File: src/rtl/matmul_stream_bridge.sv
// Host-side bridge for the 4x4 systolic matrix multiplier. Collects A and B from a byte stream,
// strobes the multiplier, captures C on its result pulse and streams C back as 16-bit words.
module matmul_stream_bridge #(
  parameter int unsigned TIMEOUT_CYCLES = 15
) (
  input  logic                   i_clk,
  input  logic                   i_arst,
  input  logic [7:0]             i_inData,
  input  logic                   i_inValid,
  output logic                   o_inReady,
  output logic [3:0][3:0][7:0]   o_a,
  output logic [3:0][3:0][7:0]   o_b,
  output logic                   o_validInput,
  input  logic [3:0][3:0][15:0]  i_c,
  input  logic                   i_validResult,
  output logic [15:0]            o_outData,
  output logic                   o_outValid,
  input  logic                   i_outReady,
  output logic                   o_busy,
  output logic                   o_timeoutErr
);

  localparam logic [1:0] StLoad  = 2'd0;
  localparam logic [1:0] StStart = 2'd1;
  localparam logic [1:0] StWait  = 2'd2;
  localparam logic [1:0] StDrain = 2'd3;

  // Timer value on the last WAIT cycle before giving up.
  localparam logic [3:0] TimerLast = 4'(TIMEOUT_CYCLES - 1);

  logic [1:0]             state_q, state_d;
  logic [4:0]             load_idx_q, load_idx_d;
  logic [3:0]             drain_idx_q, drain_idx_d;
  logic [3:0]             timer_q, timer_d;
  logic [3:0][3:0][7:0]   a_q, a_d;
  logic [3:0][3:0][7:0]   b_q, b_d;
  logic [3:0][3:0][15:0]  c_q, c_d;
  logic                   timeout_err_q, timeout_err_d;

  // Next-state logic for the load / start / wait / drain sequence.
  always_comb begin
    state_d       = state_q;
    load_idx_d    = load_idx_q;
    drain_idx_d   = drain_idx_q;
    timer_d       = timer_q;
    a_d           = a_q;
    b_d           = b_q;
    c_d           = c_q;
    timeout_err_d = 1'b0;
    case (state_q)
      StLoad: begin
        if (i_inValid) begin
          // Bit 4 of the index selects B; the low nibble is row-major within the matrix.
          if (!load_idx_q[4]) begin
            a_d[load_idx_q[3:2]][load_idx_q[1:0]] = i_inData;
          end else begin
            b_d[load_idx_q[3:2]][load_idx_q[1:0]] = i_inData;
          end
          if (load_idx_q == 5'd31) begin
            load_idx_d = 5'd0;
            state_d    = StStart;
          end else begin
            load_idx_d = load_idx_q + 5'd1;
          end
        end
      end
      StStart: begin
        timer_d = 4'd0;
        state_d = StWait;
      end
      StWait: begin
        // A result on the expiry cycle still wins over the timeout.
        if (i_validResult) begin
          c_d     = i_c;
          timer_d = 4'd0;
          state_d = StDrain;
        end else if (timer_q == TimerLast) begin
          timeout_err_d = 1'b1;
          timer_d       = 4'd0;
          state_d       = StLoad;
        end else begin
          timer_d = timer_q + 4'd1;
        end
      end
      StDrain: begin
        if (i_outReady) begin
          if (drain_idx_q == 4'd15) begin
            drain_idx_d = 4'd0;
            state_d     = StLoad;
          end else begin
            drain_idx_d = drain_idx_q + 4'd1;
          end
        end
      end
      default: state_d = StLoad;
    endcase
  end

  // State and datapath registers; reset discards any partial load or undrained result.
  always_ff @(posedge i_clk or posedge i_arst) begin
    if (i_arst) begin
      state_q       <= StLoad;
      load_idx_q    <= '0;
      drain_idx_q   <= '0;
      timer_q       <= '0;
      a_q           <= '0;
      b_q           <= '0;
      c_q           <= '0;
      timeout_err_q <= 1'b0;
    end else begin
      state_q       <= state_d;
      load_idx_q    <= load_idx_d;
      drain_idx_q   <= drain_idx_d;
      timer_q       <= timer_d;
      a_q           <= a_d;
      b_q           <= b_d;
      c_q           <= c_d;
      timeout_err_q <= timeout_err_d;
    end
  end

  // Outputs come only from registers or decoded state, never straight from inputs.
  always_comb begin
    o_inReady    = (state_q == StLoad);
    o_validInput = (state_q == StStart);
    o_outValid   = (state_q == StDrain);
    o_busy       = (state_q != StLoad);
    o_timeoutErr = timeout_err_q;
    o_a          = a_q;
    o_b          = b_q;
    o_outData    = c_q[drain_idx_q[3:2]][drain_idx_q[1:0]];
  end

endmodule

File: config.mk
export PLATFORM = sky130hd
export DESIGN_NAME = matmul_stream_bridge
export DESIGN_NICKNAME = d
export VERILOG_FILES = /design/src/rtl/matmul_stream_bridge.sv
export SDC_FILE = /design/constraint.sdc
export NUM_CORES = 1
export LEC_CHECK = 0
export CAP_MARGIN = 20
export CORE_ASPECT_RATIO = 0.9
export CORE_MARGIN = 2
export CORE_UTILIZATION = 50
export CTS_CLUSTER_DIAMETER = 50
export CTS_CLUSTER_SIZE = 12
export DETAILED_ROUTE_END_ITERATION = 6
export PLACE_DENSITY = 0.81
export SLEW_MARGIN = 20
export SYNTH_ARGS = -nofsm -noshare
export SYNTH_HDL_FRONTEND = slang
export SYNTH_SLANG_ARGS = --single-unit
export TNS_END_PERCENT = 30
File: constraint.sdc
create_clock -name i_clk -period 24.5 [get_ports i_clk]
set_input_delay 4.9 -clock i_clk [delete_from_list [all_inputs] [get_ports i_clk]]
set_output_delay 4.9 -clock i_clk [all_outputs]
set_load 0.01 [all_outputs]
Word-level counts from Yosys, hierarchy flattened. Index checks and enable logic that the tools add are counted.

Shifts and indexed selects: 0. Multiply operators: 0. Mux-type cells: 25. Equal/unequal tests: 11. Reduce and logical (&&, ||, !) cells: 11. $lt $le $gt $ge: 6. Add/sub/neg operators: 3. Bitwise operators: 1. Divide/modulo/power cells: 0.

Operators by type and width (count): $bwmux 128 (2); $bmux 64 s2 (1); $demux 32 s2 (1); $mux 64 (1); $bmux 16 s2 (1); $mux 32 (1); $demux 8 s2 (1); $mux 16 (1); $lt 2x3->1 const B (4); $mux 2 (6); $mux 4 (3); $add 4x1->4 const B (2); $eq 4x4->1 const B (2); $mux 8 (1); $pmux 2 s4 (1); $pmux 4 s2 (1); $ne 2x1->1 const B (3); $reduce_and 2->1 (3); $reduce_and 3->1 (2); $add 5x1->5 const B (1); $eq 5x5->1 const B (1); $mux 5 (1); $reduce_and 5->1 (1); $eq 2x2->1 const B (2); other kinds (9) (14).

ROM bits: 0. Bits of input ports: 269. Memories kept: 0. Latch bits: 0. Word-level logic and storage cells: 110. RAM bits: 0. Output and inout port bits: 277. Register bits: 528.

Logic depth before layout (Yosys ltp).
Depth after elaboration: 7. Depth in mapped cells: 8. Depth with buffers taken out: 7.

Least setup slack after synthesis. OpenSTA, ideal clock, no wires.

Kind: register to output. From: register drain_idx_q[2]. To: output o_outData[0]. Arrival: 1.569 ns. Path buffers: 2. Data required time: 19.600 ns. Setup slack: 18.031 ns. Stages on the path, launching flop included: 6. Cell sequence: dfrtp_1 > buf_2 > buf_2 > mux4_2 > a22oi_1 > nand2_1.

Word-level cells in the longest chain between the ends: 4.

Ends and longest elaborated chain: from (decl) (line 33) `logic [3:0] drain_idx_q, drain_idx_d;`; from (signal assigned) (line 113) `drain_idx_q <= drain_idx_d;`; $bmux 64 s2 (line 131) `o_outData = c_q[drain_idx_q[3:2]][drain_idx_q[1:0]];`; $mux 64 (not written as such) (line 131); $bmux 16 s2 (line 131); $mux 16 (not written as such) (line 131); to (decl) (line 16) `output logic [15:0] o_outData,`.

Every way passes these cells. The select of a mux whose other input is x is not followed.

Final worst setup path.
From: register drain_idx_q[3]. To: output o_outData[5].

Same word-level chain as after synthesis.

==> results by group <==
Clock tree
  • Cts hold-fix bufs: 0
  • Clock sink count: about 530
  • Post-CTS Setup Bufs: 0
  • Post-CTS sizing: 0
  • Inserted Clock Buffers: 53
  • Worst-case clock buffer depth: 3
  • Worst-Skew Late Latency: a little over 600 ps
  • Clock transition at path regs: approximately 60 ps
  • Root Buffer Master: clkbuf_16
  • H-tree depth: 2
  • CTS tree: built

Timing
  • Setup Viol. Count Final: 0
  • Max-slew violations: 0
  • RSZ-0062 raised after global routing: no
  • Final hold viol count: 0
  • Fin crit period: 8689 ps
  • Clock Skews: roughly 26 ps
  • Setup TNS: 0 ps
  • Final period util: 0.3546
  • Worst Setup Slack, final: 15810 ps
  • Fmax: 115.1 MHz
  • Rel. slew slack: 0.2491
  • Hold Slack: 499.2 ps
  • Worst-margin pin slew: 1126 ps

Logic synthesis
  • Yosys cell types: 40
  • Mapped Nets: ~1600
  • Post-synth EDFFs: 0
  • YS warnings: 0
  • Synth area leader: dfrtp_1
  • Syn Area/Cell: between 15 and 20 sq um
  • Post-synthesis sequential area ratio: 0.6002
  • Synth Cell Area: around 22000 sq um
  • Share of the synthesized area in the top cell type: 0.6002
  • Primary FF master, synth: dfrtp_1
  • Synthesized flop and latch total: between 500 and 600
  • Syn Inst Count: 1363
  • Asr flop ratio synth: 1.000
  • Largest cells by area after synthesis: dfrtp_1 (60%), mux2_2 (26%), mux4_2 (6.5%), a22oi_1 (1.1%), buf_2 (1.0%)

GRT
  • First-pass GRT wire length: 98240 um
  • Largest net degree at the start of global routing: approximately 190
  • Overall Global Routing Usage: 0.2895
  • Vias in the first global route: about 15000
  • Initial antenna violation count: 19
  • Total gr overflow: 0

Cells and area
  • Fin cells: approximately 2500
  • Fin util: 0.6811
  • Area Overhead vs Synth: 33.80%
  • Final instance area: just under 30000 sq um
  • Final Net Count: 2173
  • Share of layout cells above drive strength 1: 0.3664

Power
  • Worst vdd ir: slightly above 80 uV
  • Pwr per Cell Area: roughly 120 nW/um^2
  • Leak Pwr: roughly 13 nW
  • Total Power Consumption: 3.643 mW

Floorplan
  • Chip height: slightly above 200 um
  • Die Area: around 46000 sq um
  • Starting density of the core: 0.5091
  • I/O pins: 546
  • Core area: around 43000 sq um
  • Die W: between 200 and 250 um
  • Rows: slightly above 70

Worst setup path
  • Crit. Startpoint: drain_idx_q[3]
  • Crit Path Category: flop to primary output
  • Critical Path Source Type: flop
  • WP data arrival: about 3800 ps
  • Worst setup EP type: primary output
  • Critical Path Fanout Max: 35
  • Crit path required time: between 15000 and 20000 ps
  • R2R Path Start: state_q[0]

Placed design
  • Port Buf Inserts: around 550
  • Placed insts: between 2000 and 2500
  • Placer congestion estimate: ~0.84
  • Area after DPL: between 20000 and 30000 sq um
  • Place WS: 16490 ps
  • Post-DP HPWL: approximately 47000 um

Min path
  • Hold_sp: c_q[67]
  • HP Class: flop to flop

Detailed routing
  • Drt wl/cell: roughly 27 um
  • Vias post-DR: 14130
  • Vias/cell: roughly 5.7
  • Drt pass-1 iters: 4
  • Final antenna-violating net count: 0
  • Total Wirelength: about 66000 um
  • # DRC: 0
  • Initial DRC Count: 819

Run status
  • Status: finished clean

Flow run
  • Max-cap violations: 0
## synth_stat cells (3+ instances only)
cell and n:
clkbuf_1 32, nand4_1 4, nor2_4 6, nand3_1 7
nand2b_1 5, nand2_1 33, nor2b_1 3, inv_1 7
a22oi_1 32, a21oi_1 3, nor2_1 7, buf_2 44
buf_1 4, nor2_2 16, o21ai_0 8, nor3_4 3
buf_6 3, dfrtp_1 528, mux2_2 514, and3_1 4
ha_1 13, mux4_2 64
## cell families after synthesis
logic type,count (synthesis),synth area share
DFF,528,0.6002
adders and majority gates,13,0.007389
buffers and inverters,91,0.01921
and+or+nand+nor,98,0.02626
AOI/OAI and AO/OA,51,0.01626
muxes,581,0.3302
xor gates and xnor gates,1,0.0003980
## final timing paths
kind / slack [ps] / to / cells after the start
worst min-delay path: 500 / c_q[67] / 1
max in group asynchronous: 17350 / o_b[68] / 4
worst min register to register: 500 / c_q[67] / 1
worst max register to register: 21450 / c_q[38] / 5
worst max-delay path: 15810 / o_outData[5] / 5
min in group asynchronous: 4790 / o_a[13] / 2
## placed cells by master, fill, tap and decap left out, types with 2 or more instances in the layout
cell             netlist  routed
inv_6                  0       2
bufinv_16              0       3
nor3_4                 3       3
dfrtp_1              528     526
a31oi_1                2       2
clkbuf_1              32       3
inv_8                  0       2
and3_1                 4       4
nor2b_1                3       3
nand3_1                7       7
nor3_2                 2       2
a21oi_1                3       3
dfrtp_4                0       2
clkinv_2               0       4
buf_2                 44       6
o31ai_1                2       2
clkbuf_8               0       4
nor2_4                 6       6
mux4_2                64      64
buf_12                 0       2
mux2_2               514     514
clkbuf_16              0      53
or4_1                  2       2
ha_1                  13      13
nand2b_1               5       5
nand4_1                4       4
mux2_4                 2       2
clkdlybuf4s50_1        0     539
nor2_2                16      16
nand2_1               33      32
a22oi_1               32      32
inv_1                  7       6
buf_4                  1       9
o21ai_0                8       8
diode_2                0       7
nor2_1                 7       7
## registers in the layout, indices dropped and copies added (netlist names)
register      cells
c_q             256
o_a             128
o_b             128
load_idx_q        5
drain_idx_q       4
timer_q           4
state_q           2
o_timeoutErr      1
## cell type report
class / count / area, sq um
timing repair buffer: 557 / 5544
clock inverter: 12 / 166.4
antenna: 7 / 17.52
fill: 3001 / 13790
multi-input combinational: 744 / 8384
inverter: 7 / 33.78
clock buffer: 60 / 1393
sequential: 528 / 13220
tap: 555 / 694.4
## where the power goes
group	switching [mW]	internal [mW]	total [mW]
clock network	0.336	0.432	0.768
registers	0.238	1.24	1.48
logic	0.574	0.823	1.40
total	1.15	2.49	3.64
## metal layers
metal  share of wire  vias to the layer above  global-route usage
met2            0.48                      529              0.4688
met3           0.090                      160              0.1019
met4           0.042                       22              0.1140
met5          0.0023                        -                   0
met1            0.38                     7431              0.3570
li1                -                     5988                   -
## critical path, stage by stage (launching register included)
cell             delay (ps)
dfrtp_4                 750
buf_4                   650
mux4_2                  580
a22oi_1                 500
nand2_1                 120
clkdlybuf4s50_1         500
Note: power is estimated with default switching activity, not from simulation.
